## src/rtl/mic_sample_arbiter_pkg.sv

```systemverilog
// Shared types and default sizes for the microphone sample arbiter.
package mic_arb_pkg;

  localparam int N_CH_DEF   = 4;
  localparam int DATA_W_DEF = 18;
  localparam int CNT_W_DEF  = 8;
  localparam int CH_W_DEF   = $clog2(N_CH_DEF);

  typedef logic [DATA_W_DEF-1:0] sample_t;
  typedef logic [CH_W_DEF-1:0]   ch_id_t;

endpackage

```

## src/rtl/mic_sample_arbiter_rr.sv

```systemverilog
// Combinational round-robin picker: first requesting channel after last_grant, wrapping.
module rr_arbiter
  import mic_arb_pkg::*;
#(
  parameter int N_CH = N_CH_DEF,
  parameter int CH_W = $clog2(N_CH)
) (
  input  logic [N_CH-1:0] pend,
  input  logic [CH_W-1:0] last_grant,
  output logic            grant_valid,
  output logic [CH_W-1:0] grant_id
);

  // Distance of channel c from the slot just after lg, in round-robin order.
  function automatic int rr_dist(input int c, input int lg);
    return (c - lg - 1 + 2 * N_CH) % N_CH;
  endfunction

  int best;

  always_comb begin
    grant_valid = 1'b0;
    grant_id    = '0;
    best        = N_CH;
    for (int c = 0; c < N_CH; c++) begin
      if (pend[c] && (rr_dist(c, int'(last_grant)) < best)) begin
        best        = rr_dist(c, int'(last_grant));
        grant_valid = 1'b1;
        grant_id    = CH_W'(c);
      end
    end
  end

endmodule

```

## src/rtl/mic_sample_arbiter.sv

```systemverilog
// Captures per-channel mic samples and serialises them round-robin onto one valid/ready port.
// Define MIC_ARB_OVR_CNT_EN to build saturating per-channel overrun counters on ovr_cnt.
module mic_sample_arbiter
  import mic_arb_pkg::*;
#(
  parameter int N_CH   = N_CH_DEF,
  parameter int DATA_W = DATA_W_DEF,
  parameter int CNT_W  = CNT_W_DEF,
  localparam int CH_W  = $clog2(N_CH)
) (
  input  logic                   clock,
  input  logic                   reset,
  input  logic [N_CH*DATA_W-1:0] ch_data,
  input  logic [N_CH-1:0]        ch_rdy,
  input  logic [N_CH-1:0]        ch_en,
  output logic [DATA_W-1:0]      out_data,
  output logic [CH_W-1:0]        out_ch,
  output logic                   out_valid,
  input  logic                   out_ready,
  output logic [N_CH-1:0]        overrun,
  input  logic                   clear_overrun,
  output logic [N_CH*CNT_W-1:0]  ovr_cnt
);

  logic [DATA_W-1:0] hold [N_CH];
  logic [N_CH-1:0]   pend;
  logic [N_CH-1:0]   req;
  logic [N_CH-1:0]   cap;
  logic [N_CH-1:0]   drain;
  logic [N_CH-1:0]   ovr_evt;
  logic [CH_W-1:0]   last_grant;
  logic [CH_W-1:0]   grant_id;
  logic              grant_valid;
  logic              load;

  assign load = !out_valid || out_ready;
  assign cap  = ch_rdy & ch_en;
  // A channel disabled this cycle is never granted; its stale sample is dropped.
  assign req  = pend & ch_en;

  rr_arbiter #(
    .N_CH (N_CH),
    .CH_W (CH_W)
  ) u_rr (
    .pend        (req),
    .last_grant  (last_grant),
    .grant_valid (grant_valid),
    .grant_id    (grant_id)
  );

  always_comb begin
    drain = '0;
    for (int c = 0; c < N_CH; c++) begin
      drain[c] = load && grant_valid && (grant_id == CH_W'(c));
    end
  end

  // A capture that lands on a drained slot is a clean hand-over, not an overrun.
  assign ovr_evt = cap & pend & ~drain;

  // Capture stage -> output register stage
  always_ff @(posedge clock) begin
    if (reset) begin
      pend       <= '0;
      last_grant <= CH_W'(N_CH - 1);
      out_valid  <= 1'b0;
      out_data   <= '0;
      out_ch     <= '0;
      overrun    <= '0;
      for (int c = 0; c < N_CH; c++) begin
        hold[c] <= '0;
      end
    end else begin
      for (int c = 0; c < N_CH; c++) begin
        if (cap[c]) begin
          hold[c] <= ch_data[c*DATA_W +: DATA_W];
        end
        if (!ch_en[c]) begin
          pend[c] <= 1'b0;
        end else if (cap[c]) begin
          pend[c] <= 1'b1;
        end else if (drain[c]) begin
          pend[c] <= 1'b0;
        end
      end

      if (load) begin
        out_valid <= grant_valid;
        if (grant_valid) begin
          out_data   <= hold[grant_id];
          out_ch     <= grant_id;
          last_grant <= grant_id;
        end
      end

      overrun <= clear_overrun ? ovr_evt : (overrun | ovr_evt);
    end
  end

`ifdef MIC_ARB_OVR_CNT_EN
  function automatic logic [CNT_W-1:0] sat_inc(input logic [CNT_W-1:0] v);
    return (&v) ? v : v + CNT_W'(1);
  endfunction

  logic [CNT_W-1:0] cnt [N_CH];

  always_ff @(posedge clock) begin
    if (reset) begin
      for (int c = 0; c < N_CH; c++) begin
        cnt[c] <= '0;
      end
    end else begin
      for (int c = 0; c < N_CH; c++) begin
        if (ovr_evt[c]) begin
          cnt[c] <= clear_overrun ? CNT_W'(1) : sat_inc(cnt[c]);
        end else if (clear_overrun) begin
          cnt[c] <= '0;
        end
      end
    end
  end

  for (genvar g = 0; g < N_CH; g++) begin : g_cnt
    assign ovr_cnt[g*CNT_W +: CNT_W] = cnt[g];
  end
`else
  assign ovr_cnt = '0;
`endif

endmodule

```

## config.mk

```make
export PLATFORM = sky130hd
export DESIGN_NAME = mic_sample_arbiter
export DESIGN_NICKNAME = d
export VERILOG_FILES = /design/src/rtl/mic_sample_arbiter_pkg.sv /design/src/rtl/mic_sample_arbiter_rr.sv /design/src/rtl/mic_sample_arbiter.sv
export SDC_FILE = /design/constraint.sdc
export NUM_CORES = 1
export LEC_CHECK = 0
export CELL_PAD_IN_SITES_DETAIL_PLACEMENT = 1
export CELL_PAD_IN_SITES_GLOBAL_PLACEMENT = 1
export CORE_MARGIN = 2
export CORE_UTILIZATION = 37
export CTS_CLUSTER_SIZE = 28
export DETAILED_ROUTE_END_ITERATION = 16
export GPL_ROUTABILITY_DRIVEN = 0
export PLACE_DENSITY = 0.91
export SLEW_MARGIN = 30
export SYNTH_ARGS = -nofsm -noshare
export SYNTH_HDL_FRONTEND = slang
export SYNTH_HIERARCHICAL = 1
export SYNTH_SLANG_ARGS = --single-unit
```

## constraint.sdc

```tcl
create_clock -name clock -period 5.4 [get_ports clock]
set_input_delay 0.54 -clock clock [delete_from_list [all_inputs] [get_ports clock]]
set_output_delay 0.54 -clock clock [all_outputs]
set_load 0.01 [all_outputs]
```

==> summary.txt, run 1 <==
Max-slew violation count - 0
Worst endpoint required time - 5.64 ns
Clk_skew - 0.00657 ns
Die H - 118 µm
Final #Nets - 579
Final Power - 0.00187 W
# hold bufs at CTS - 0
Cts repair resizes - 0
Critical path buffer and inverter count - 1
Crit-path max cell delay - 0.67 ns
CTS tree - built
Longest Clk Path Bufs - 2
DRC - 0
Io pins - 141
Postcts setup bufs - 0
Syn avg cell area - 12.5 µm²
Clk sinks - 103
Post-synth top area share - 0.449
Total GRT Usage - 0.181
Crit-path max FO - 10
Post-route ant nets - 0
Die Wd - 118 µm
Total internal power - 0.00143 W
# port buffers - 108
Post-DP HPWL - 8950 µm
Final worst path period need - 4.33 ns
WL final - 12,500 µm
FF+latch count, synth - 103
Netlist cell types - 38
Sequential group share of total power - 0.501
WHS - 0.478 ns
Die area - 14,000 µm²
Drt wl/cell - 18.8 µm
Measured slew at the worst slew-check pin - 0.965 ns
Core area - 12,700 µm²
Final setup vio count - 0
Post-synthesis cell count - 387
Synth area leader - edfxtp_1
CP Launch Type - input pin
MaxCap Viol Count - 0
Most frequent cells in the layout - clkdlybuf4s50_1, and2_1, edfxtp_1, conb_1, dfxtp_1
Design area - 6250 µm²
Routed vias - 3,325
Sequential cell area fraction in the yosys report - 0.578
Clock share of power - 0.333
Sw frac - 0.236
Htree depth - 3
Initial antenna violation count - 0
Pre-Repair DR Iteration Count - 4
P_leak - 2.26 nW
Utilization after layout - 0.493
Worst Setup Path Type - in2reg
Via-to-Cell Ratio - 4.99
GR Overflow Total - 0
P per Cell Area - 300 nW/µm²
Family with the most delay on the worst path - simple AND/OR/NAND/NOR gates
Cell Area, Placed - 5960 µm²
Setup_tns - 0 ns
P&R area growth vs syn - 29.7%
Switching power - 0.000442 W
Worst-path clk slew - 0.07 ns
Max_slew headroom - 0.354
Achievable Freq - 231 MHz
Synthesized area - 4820 µm²
Crit path DAT - 4.57 ns
Ys Warns - 6
Starting Density - 0.380
Largest net degree at the start of global routing - 28
Total CTS buffers - 9
FP Rows - 41
Commonest non-fill, non-tap cell in the layout - clkdlybuf4s50_1
Drt first-iter violations - 132
Logic pwr share - 0.166
Maximum VDD drop - 0.000124 V
RSZ-0062 raised after global routing - no
Fin. Hold Viols - 0
Setup crit end kind - flip-flop
Share of cells above drive strength 1 - 0.0994
Vias in the first global route - 3,509
Clk_lat worst skew - 0.34 ns
CTS Root Cell - clkbuf_16
CP cell instances - clkdlybuf4s50_1, and2_1, and4bb_2, nor2_1, ha_1, and4bb_1, o21ai_2, a21oi_1, a31o_2, ha_1, o21ai_0, o21ai_0, nand3_1, or4_4, a32o_1
First-pass GRT wire length - 19,000 µm
HP Class - reg2reg
Top cells by area, synth - edfxtp_1, dfxtp_1, and2_1
Status - finished, final reports clean
Final period util - 0.801
CP max-delay cell - or4_4
## cell usage after synthesis
| library cell | count |
|---|---|
| and2_1 | 76 |
| edfxtp_1 | 72 |
| buf_4 | 33 |
| dfxtp_1 | 31 |
| a21oi_1 | 23 |
| nand3_1 | 23 |
| o21ai_0 | 23 |
| mux4_2 | 18 |
| clkbuf_1 | 17 |
| nand2_1 | 9 |
| nor2_1 | 9 |
| ha_1 | 7 |
| buf_2 | 5 |
| a31o_1 | 4 |
| a32o_1 | 4 |
| o21ai_1 | 3 |
| a211oi_1 | 2 |
| buf_6 | 2 |
| conb_1 | 2 |
| inv_1 | 2 |
| inv_2 | 2 |
| nand2b_1 | 2 |
| nand3b_1 | 2 |
| nand4b_1 | 2 |
| a31o_2 | 1 |
| and4bb_1 | 1 |
| and4bb_2 | 1 |
| mux2i_1 | 1 |
| nand4_1 | 1 |
| nor2b_1 | 1 |
| nor3b_1 | 1 |
| nor4bb_1 | 1 |
| o21ai_2 | 1 |
| or2_2 | 1 |
| or2b_1 | 1 |
| or3_1 | 1 |
| or4_4 | 1 |
| xnor2_1 | 1 |
## cells by family after synthesis
| logic type | count (synthesis) | share of synthesized area |
|---|---|---|
| xor+xnor | 1 | 0.00182 |
| compound gates | 61 | 0.0732 |
| fa+ha+maj | 7 | 0.0182 |
| mux | 19 | 0.0862 |
| other cells | 2 | 0.00156 |
| buf+inv | 61 | 0.0776 |
| flops | 103 | 0.578 |
| simple gates | 133 | 0.164 |
## state kept, by name, indices dropped and copies added (netlist names)
register / count
hold: 72
out_data: 18
overrun: 4
pend: 4
last_grant: 2
out_ch: 2
out_valid: 1
## path summary, 6_finish.rpt
check                 from         end  slack [ns]  cells past startpoint
min reg2reg      out_ch[0]   out_ch[0]        0.48                      2
max               ch_en[1]  overrun[0]        1.07                     15
max reg2reg  last_grant[0]  overrun[0]        1.13                     14
min              out_ch[0]   out_ch[0]        0.48                      2
## through the flow
step	cells	worst slack (ns)
4_1_cts	665	1.08
2_1_floorplan	418	1.60
3_3_place_gp	649	1.01
5_1_grt	665	0.901
3_5_place_dp	649	0.750
6_report	666	1.07
## worst min-delay path, cell delays in order, from the launching register on
cell and delay [ns]:
dfxtp_1 0.31, o21ai_0 0.06, a21oi_1 0.06
## layout make-up
| type | instances | area (µm²) |
|---|---|---|
| clock buffers | 12 | 236 |
| fillers | 1334 | 6420 |
| repair buffers | 116 | 1150 |
| flip-flops and latches | 103 | 2780 |
| inverters | 4 | 15.0 |
| multi-input cells | 254 | 1800 |
| well taps | 172 | 215 |
| diodes | 1 | 2.50 |
| clock inverters | 4 | 46.3 |
## power by group through the flow
stage	clock network, W	registers (W)	logic [W]
2_1_floorplan	0	0.000948	0.000187
4_1_cts	0.000633	0.000939	0.000312
6_report	0.000623	0.000939	0.000312
3_3_place_gp	0	0.000949	0.000296
3_5_place_dp	0	0.000955	0.000310
5_1_grt	0.000665	0.000944	0.000336
## metal layers
| layer | vias up | part of all wire | track usage |
|---|---|---|---|
| li1 | 1526 | - | - |
| met1 | 1640 | 0.38 | 0.202 |
| met2 | 132 | 0.53 | 0.330 |
| met3 | 27 | 0.058 | 0.0359 |
| met4 | 0 | 0.030 | 0.0813 |
| met5 | - | 0 | 0 |
No activity file was read; power rests on OpenSTA's default activity.
==> run 2, diff against run 1 <==
==> constraint.sdc (replaced) <==
create_clock -name clock -period 4.5 [get_ports clock]
set_input_delay 0.45 -clock clock [delete_from_list [all_inputs] [get_ports clock]]
set_output_delay 0.45 -clock clock [all_outputs]
set_load 0.01 [all_outputs]
==> summary.txt, run 2 (same netlist as run 1, synthesis figures left out) <==
Clk_skew - 0.00804 ns
Worst-path clk slew - 0.07 ns
N_diodes - 0
First-pass GRT wire length - 20,300 µm
Initial antenna violation count - 0
Measured slew at the worst slew-check pin - 0.920 ns
Design area - 6320 µm²
CTS Root Cell - clkbuf_16
Clk sinks - 103
Placed insts - 651
Share of cells above drive strength 1 - 0.113
Starting Density - 0.380
Routed vias - 3,298
Final #Nets - 581
CTS tree - built
Maximum VDD drop - 0.000238 V
Most used cell along the critical path - nor2_1
Via-to-Cell Ratio - 4.94
GR Overflow Total - 0
Crit-path max cell delay - 0.52 ns
Critical path buffer and inverter count - 2
Post-DP HPWL - 9590 µm
HP Class - reg2reg
# port buffers - 108
Pre-Repair DR Iteration Count - 4
Achievable Freq - 229 MHz
Max_slew headroom - 0.386
Reg2reg path depth - 16
Post-route insts no fill - 667
Worst Setup Path Type - in2reg
Largest net degree at the start of global routing - 28
Clk_lat worst skew - 0.34 ns
Family with the most delay on the worst path - compound AO/OA/AOI/OAI gates
Worst endpoint required time - 4.72 ns
Commonest non-fill, non-tap cell in the layout - clkdlybuf4s50_1
P&R area growth vs syn - 31.1%
Crit Reg-Reg Startpoint - last_grant[0]
P_leak - 2.29 nW
CP cell instances - clkdlybuf4s50_1, and2_1, mux2i_1, nor2_1, nor2_1, ha_1, and4bb_1, o21ai_2, a21oi_1, a31o_2, ha_1, a211oi_2, nor2_1, o21ai_4, buf_12, mux4_2, nand3_1, a21oi_1
Die Wd - 118 µm
Crit path DAT - 4.58 ns
Vias in the first global route - 3,586
Postcts setup bufs - 0
MaxCap Viol Count - 0
Crit-path max FO - 15
Htree depth - 3
Final period util - 0.970
Total CTS buffers - 9
Core area - 12,700 µm²
FP Rows - 41
Io pins - 141
Hold path start - out_ch[1]
Die H - 118 µm
DRC - 0
Most frequent cells in the layout - clkdlybuf4s50_1, and2_1, edfxtp_1, conb_1, dfxtp_1
Max reg flops - 72
Status - finished, final reports clean
CP max-delay cell - mux4_2
Cell Area, Placed - 5990 µm²
Longest Clk Path Bufs - 2
Largest Register - hold
Critical Path Start - ch_en[0]
Final Power - 0.00235 W
Hold-critical path depth - 2
Post-route ant nets - 0
Total GRT Usage - 0.192
Max-slew violation count - 0
Fin. Hold Viols - 0
WL final - 13,100 µm
Drt first-iter violations - 171
Setup crit end kind - flip-flop
Critical path depth - 18
Largest regs - hold: 72 flops, out_data: 18 flops
Die area - 14,000 µm²
Final setup vio count - 0
Drt wl/cell - 19.7 µm
P per Cell Area - 372 nW/µm²
CP Launch Type - input pin
Final worst path period need - 4.37 ns
## run 2: timing repair
| item | in CTS | in global routing |
|---|---|---|
| endpoints found under the setup margin | 0 | 18 |
| endpoints found under the hold margin | 0 | 0 |
| hold buffers | 0 | 0 |
| resized for setup | 0 | 2 |
## run 2: where the power goes
part	total [W]	leakage [nW]	internal [W]	switching (W)
sequential	0.00113	0.985	0.00109	0.0000337
clock	0.000831	0.154	0.000489	0.000342
combinational	0.000391	1.15	0.000203	0.000188
total	0.00235	2.29	0.00178	0.000564
## run 2: cell type report
type	instances	area [µm²]
Inverter	4	15.0
Clock inverter	7	93.8
Fill cell	1336	6350
Multi-Input combinational cell	254	1800
Sequential cell	103	2780
Timing Repair Buffer	118	1180
Clock buffer	9	225
Tap cell	172	215
## run 2: path summary, 6_finish.rpt
path,end,slack [ns]
worst min register to register,out_ch[1],0.48
worst max-delay path,out_data[16],0.13
worst min-delay path,out_ch[1],0.48
worst max register to register,out_data[16],0.27
## run 2: tightest hold or removal path: cells and delay by family (launching register included)
kind	cells	cell delay [ns]
compound gates	2	0.13
flops	1	0.31
## run 2: metal layers
metal  part of all wire  vias to the layer above  track usage
li1                   -                     1535            -
met1               0.37                     1605        0.223
met2               0.53                      141        0.345
met3              0.073                       17       0.0378
met4              0.020                        0       0.0806
met5                  0                        -            0
## run 2: stage by stage
stage	TNS (ns)	hold WS, ns	util	setup slack, ns
after floorplan	0	0.461	-	0.696
after global placement	0	0.459	0.472	0.222
after detailed placement	-3.04	0.471	0.472	-0.215
after CTS	0	0.480	0.498	0.102
after global routing	-0.0479	0.510	0.498	-0.0157
final	0	0.479	0.498	0.133
